===== src/rtl/uart_rx.sv =====
// UART receiver: 16x-oversampled deserialiser with even-parity and stop-bit checking.
// Frame format is latched at the start bit; a framing error locks out reception until the line idles.
module uart_rx #(
  parameter int unsigned NUM_TICKS     = 16,
  parameter int unsigned BITS_PER_DATA = 8
) (
  input  logic                     clk,
  input  logic                     reset,
  input  logic                     tick,
  input  logic                     rx_in,
  input  logic                     parity,
  input  logic [1:0]               stop_bits,
  output logic [BITS_PER_DATA-1:0] d_out,
  output logic                     rx_done,
  output logic                     parity_err,
  output logic                     frame_err
);

  localparam int unsigned SW = $clog2(NUM_TICKS);
  localparam int unsigned NW = (BITS_PER_DATA > 1) ? $clog2(BITS_PER_DATA) : 1;
  localparam logic [SW-1:0] SMid  = SW'(NUM_TICKS / 2 - 1);
  localparam logic [SW-1:0] SLast = SW'(NUM_TICKS - 1);
  localparam logic [NW-1:0] NLast = NW'(BITS_PER_DATA - 1);

  typedef enum logic [2:0] {StIdle, StStart, StData, StParity, StStop} state_e;

  state_e                   state_q, state_d;
  logic [SW-1:0]            s_q, s_d;
  logic [NW-1:0]            n_q, n_d;
  logic [BITS_PER_DATA-1:0] shift_q, shift_d;
  logic                     pbit_q, pbit_d;
  logic                     ferr_q, ferr_d;
  logic                     brk_q, brk_d;
  logic                     par_q, par_d;
  logic [1:0]               stop_q, stop_d;
  logic [1:0]               scnt_q, scnt_d;
  logic [BITS_PER_DATA-1:0] d_out_q, d_out_d;
  logic                     rx_done_q, rx_done_d;
  logic                     perr_q, perr_d;
  logic                     frerr_q, frerr_d;
  logic                     rx_meta_q, rx_s_q;
  logic [1:0]               stop_need;
  logic                     ferr_now;

  always_ff @(posedge clk or negedge reset) begin
    if (!reset) begin
      rx_meta_q <= 1'b1;
      rx_s_q    <= 1'b1;
    end else begin
      rx_meta_q <= rx_in;
      rx_s_q    <= rx_meta_q;
    end
  end

  always_comb begin
    state_d   = state_q;
    s_d       = s_q;
    n_d       = n_q;
    shift_d   = shift_q;
    pbit_d    = pbit_q;
    ferr_d    = ferr_q;
    brk_d     = brk_q;
    par_d     = par_q;
    stop_d    = stop_q;
    scnt_d    = scnt_q;
    d_out_d   = d_out_q;
    rx_done_d = 1'b0;
    perr_d    = perr_q;
    frerr_d   = frerr_q;
    stop_need = (stop_q == 2'd0) ? 2'd1 : stop_q;
    ferr_now  = ferr_q | ~rx_s_q;

    if (tick) begin
      case (state_q)
        StIdle: begin
          if (rx_s_q) begin
            brk_d = 1'b0;
          end else if (!brk_q) begin
            state_d = StStart;
            s_d     = '0;
            par_d   = parity;
            stop_d  = stop_bits;
          end
        end
        StStart: begin
          if (s_q == SMid) begin
            if (!rx_s_q) begin
              state_d = StData;
              s_d     = '0;
              n_d     = '0;
              ferr_d  = 1'b0;
              scnt_d  = 2'd0;
            end else begin
              state_d = StIdle;
            end
          end else begin
            s_d = s_q + 1'b1;
          end
        end
        StData: begin
          if (s_q == SLast) begin
            s_d     = '0;
            shift_d = {rx_s_q, shift_q[BITS_PER_DATA-1:1]};
            if (n_q == NLast) begin
              state_d = par_q ? StParity : StStop;
            end else begin
              n_d = n_q + 1'b1;
            end
          end else begin
            s_d = s_q + 1'b1;
          end
        end
        StParity: begin
          if (s_q == SLast) begin
            s_d     = '0;
            pbit_d  = rx_s_q;
            state_d = StStop;
          end else begin
            s_d = s_q + 1'b1;
          end
        end
        StStop: begin
          if (s_q == SLast) begin
            s_d    = '0;
            ferr_d = ferr_now;
            if (scnt_q == stop_need - 2'd1) begin
              // Final stop sample: publish the frame and arm break-lock on a framing error.
              state_d   = StIdle;
              d_out_d   = shift_q;
              perr_d    = par_q & ((^shift_q) ^ pbit_q);
              frerr_d   = ferr_now;
              rx_done_d = 1'b1;
              brk_d     = ferr_now;
            end else begin
              scnt_d = scnt_q + 2'd1;
            end
          end else begin
            s_d = s_q + 1'b1;
          end
        end
        default: state_d = StIdle;
      endcase
    end
  end

  always_ff @(posedge clk or negedge reset) begin
    if (!reset) begin
      state_q   <= StIdle;
      s_q       <= '0;
      n_q       <= '0;
      shift_q   <= '0;
      pbit_q    <= 1'b0;
      ferr_q    <= 1'b0;
      brk_q     <= 1'b0;
      par_q     <= 1'b0;
      stop_q    <= 2'd0;
      scnt_q    <= 2'd0;
      d_out_q   <= '0;
      rx_done_q <= 1'b0;
      perr_q    <= 1'b0;
      frerr_q   <= 1'b0;
    end else begin
      state_q   <= state_d;
      s_q       <= s_d;
      n_q       <= n_d;
      shift_q   <= shift_d;
      pbit_q    <= pbit_d;
      ferr_q    <= ferr_d;
      brk_q     <= brk_d;
      par_q     <= par_d;
      stop_q    <= stop_d;
      scnt_q    <= scnt_d;
      d_out_q   <= d_out_d;
      rx_done_q <= rx_done_d;
      perr_q    <= perr_d;
      frerr_q   <= frerr_d;
    end
  end

  assign d_out      = d_out_q;
  assign rx_done    = rx_done_q;
  assign parity_err = perr_q;
  assign frame_err  = frerr_q;

endmodule


===== config.mk =====
export PLATFORM = sky130hd
export DESIGN_NAME = uart_rx
export DESIGN_NICKNAME = d
export VERILOG_FILES = /design/src/rtl/uart_rx.sv
export SDC_FILE = /design/constraint.sdc
export NUM_CORES = 1
export LEC_CHECK = 0
export BUFFER_PORTS_ARGS = -buffer_cell sky130_fd_sc_hd__buf_4
export CAP_MARGIN = 20
export CELL_PAD_IN_SITES_DETAIL_PLACEMENT = 2
export CELL_PAD_IN_SITES_GLOBAL_PLACEMENT = 2
export CORE_MARGIN = 5
export CORE_UTILIZATION = 35
export DETAILED_ROUTE_END_ITERATION = 6
export PLACE_DENSITY_LB_ADDON = 0.12
export SLEW_MARGIN = 40
export SYNTH_ARGS = -nofsm -noshare
export SYNTH_HDL_FRONTEND = slang
export SYNTH_SLANG_ARGS = --single-unit

===== constraint.sdc =====
create_clock -name clk -period 1.68 [get_ports clk]
set_input_delay 0 -clock clk [delete_from_list [all_inputs] [get_ports clk]]
set_output_delay 0 -clock clk [all_outputs]
set_load 0.02 [all_outputs]

==> impl_metrics.py <==
metrics = {
    "power": {
        "switching_share": 0.370,
        "clkPwrFrac": 0.170,
        "pwr-share-comb": 0.486,
        "intPower_uw": 2350,
        "p_seq_frac": 0.344,
        "vdd_ir_drop_max_mv": 0.688,
        "power.total_uw": 3720,
        "total_leakage_power_uw": 0.00131,
        "p_sw_uw": 1380,
        "power.density_nw_per_um2": 1370,
    },
    "final_layout": {
        "area_delta_synth_final_pct": 40.5,
        "fin_nets": 244,
        "diodes": 0,
        "fin_area_um2": 2710,
        "drive_gt1_frac": 0.502,
        "finish.utilization": 0.499,
        "fin_cells": 307,
    },
    "route": {
        "postRouteAntennaNets": 0,
        "drt_first_pass_iters": 4,
        "viasPerCell": 5.04,
        "routed_wirelength_um": 5680,
        "drc": 0,
        "wire_per_inst_um": 18.5,
        "drtIter0Drc": 23,
        "vias": 1546,
    },
    "sta": {
        "final.min_clock_period_ns": 1.88,
        "layout_setup_ws_ns": -0.199,
        "skew_ns": 0.00799,
        "maxSlewViolCount": 0,
        "hold_violations": 0,
        "fin_crit_sh": 1.12,
        "max_clock_freq_mhz": 532,
        "worst_pin_slew_ns": 0.508,
        "slew_headroom": 0.662,
        "finalSetupViolCount": 17,
        "rsz0062_at_grt": "yes",
    },
    "yosys": {
        "synth.area.top_cells": "dfrtp_1 48%, mux2_2 7.0%, mux2_4 6.2%",
        "syn-num-nets": 178,
        "yosysTopAreaCell": "dfrtp_1",
        "netlist.area_leader.share": 0.480,
        "synth_warnings": 0,
        "yosysSeqAreaShare": 0.507,
        "yosysMostFrequentCell": "dfrtp_1",
        "post_synth_num_cell_types": 42,
        "synth_edf_count": 0,
        "postSynthCellCount": 168,
        "netlist_top_cells_count": "37 x dfrtp_1, 14 x o21ai_0, 12 x mux2_2",
        "avgSynthCellArea_um2": 11.5,
        "synth_seq_cells": 39,
        "synthArstFlopShare": 1.00,
        "dominantRegCellSynth": "dfrtp_1",
        "netlist_area_um2": 1930,
    },
    "grt": {
        "grt_pass1_wl_um": 9030,
        "grt_antenna_before_repair": 0,
        "grt_pass1_vias": 1748,
        "grt_usage": 0.161,
        "grt-ovfl-total": 0,
        "grt_max_degree": 40,
    },
    "floorplan": {
        "row_count": 27,
        "die-area_um2": 7100,
        "boundaryPins": 18,
        "die_x_um": 84.3,
        "die_h_um": 84.3,
        "core_um2": 5440,
        "start_util": 0.355,
    },
    "critical_path": {
        "critical_path_class": "flop to flop",
        "cp_slowest_cell": "or4b_4",
        "critPathBufInv": 1,
        "crit_fanout": 5,
        "worst_setup_path_end_kind": "flop",
        "crit_family": "simple AND/OR/NAND/NOR gates",
        "critPathMaxStageDelay_ns": 0.55,
        "crit_arrival_ns": 2.06,
        "required_ns": 1.86,
        "startpoint_type": "flop",
        "crit_chain": "buf_6, nor3_4, a311oi_1, or4b_4, mux2_4",
    },
    "clock_network": {
        "htreeDepth": 2,
        "cts_buffers": 5,
        "insertion_delay_ns": 0.29,
        "cts_sinks": 39,
        "clk_pin_slew_ns": 0.08,
        "cts_buffer_depth": 2,
        "cts-root-buf": "clkbuf_8",
        "cts_tree": "yes",
    },
    "place": {
        "pre_cts_ws_ns": -0.209,
        "dp_hpwl_um": 3850,
        "placed_cell_area_um2": 2390,
        "io_buffers": 17,
        "dp.cells": 285,
        "routabilityCongestion": 0.791,
    },
    "run": {
        "maxCapViolCount": 0,
    },
    "outcome": {
        "outcome": "finished with violations",
        "violations": "setup timing",
    },
    "min_path": {
        "hp-class": "input port to flop",
    },
}
-- power groups by stage --
stage	clock (uW)	combinational, uW	sequential, uW
2_1_floorplan	0	792	1250
3_3_place_gp	0	1360	1250
3_5_place_dp	0	1450	1270
4_1_cts	660	1630	1260
5_1_grt	700	1970	1300
6_report	633	1810	1280
-- stage by stage --
step	TNS [ns]	hold WS [ns]
floorplan	-0.348	-0.296
global placement	-1.12	-0.00182
detailed placement	-1.68	0.00718
CTS	-1.42	0.0225
global route	-3.58	0.0907
finish	-1.98	0.0674
-- flip-flops by register name, summed over array words and instances, names as in the netlist --
name,flops
d_out,8
shift_q,8
s_q,4
n_q,3
state_q,3
scnt_q,2
stop_q,2
brk_q,1
ferr_q,1
frame_err,1
par_q,1
parity_err,1
pbit_q,1
rx_done,1
rx_meta_q,1
rx_s_q,1
-- cell type report --
type,count,area [um2]
inverters,10,40.0
clock buffers,6,72.6
clock inverters,2,12.5
repair buffers,64,498
flip-flops and latches,39,981
fillers,541,2730
multi-input cells,114,1020
well taps,72,90.1
-- cells in the final DEF (no fill, tap or decap), types with 2 or more instances in the layout --
cell type and count:
inv_1 8, mux2_2 11, a21oi_1 2, a21oi_2 2, dfrtp_2 2, mux2_1 2
clkbuf_8 5, nand4_1 3, dfrtp_1 35, nand3_2 3, mux2_4 10, dlygate4sd3_1 5
o21ai_1 3, ha_2 2, nand3_1 5, xor2_1 3, dfstp_2 2, buf_4 56
nor2_1 6, xnor2_1 7, nor2_4 3, nor2_2 3, o21ai_0 11, buf_6 2
nand2_1 9, nor3_1 5, nand2b_4 2
-- path summary, 6_finish.rpt --
path / from / slack, ns / cells after the start / to
worst max-delay path: state_q[1] / -0.20 / 5 / state_q[0]
worst min-delay path: tick / 0.07 / 2 / s_q[1]
worst max register to register: state_q[1] / -0.20 / 5 / state_q[0]
worst min register to register: rx_meta_q / 0.36 / 0 / rx_s_q
max in group asynchronous: reset / 1.07 / 2 / state_q[1]
min in group asynchronous: reset / 0.24 / 2 / frame_err
-- cell families after synthesis --
logic type	share of synthesized area
adders and majority gates	0.0194
DFF	0.507
xor gates and xnor gates	0.0454
buffers and inverters	0.0434
AOI/OAI and AO/OA	0.0933
and+or+nand+nor	0.142
muxes	0.150
-- what timing repair did --
| action | CTS | global route |
|---|---|---|
| setup buffers | 5 | 2 |
| hold buffers | 5 | 0 |
| pin swaps | 9 | 5 |
| hold endpoints to repair | 41 | 0 |
| gates cloned | 1 | 1 |
| resized for setup | 16 | 16 |
| setup endpoints to repair | 29 | 36 |
-- layer usage --
metal  part of all wire  track usage  wire length (um)  up-vias
met3              0.015       0.0363                86        6
met2               0.55        0.289              3100       12
met5                  0            0                 0        -
met1               0.43        0.194              2440      799
met4             0.0099       0.0395                56        0
li1                   -            -                 -      729
(Power assumes the default switching activity.)
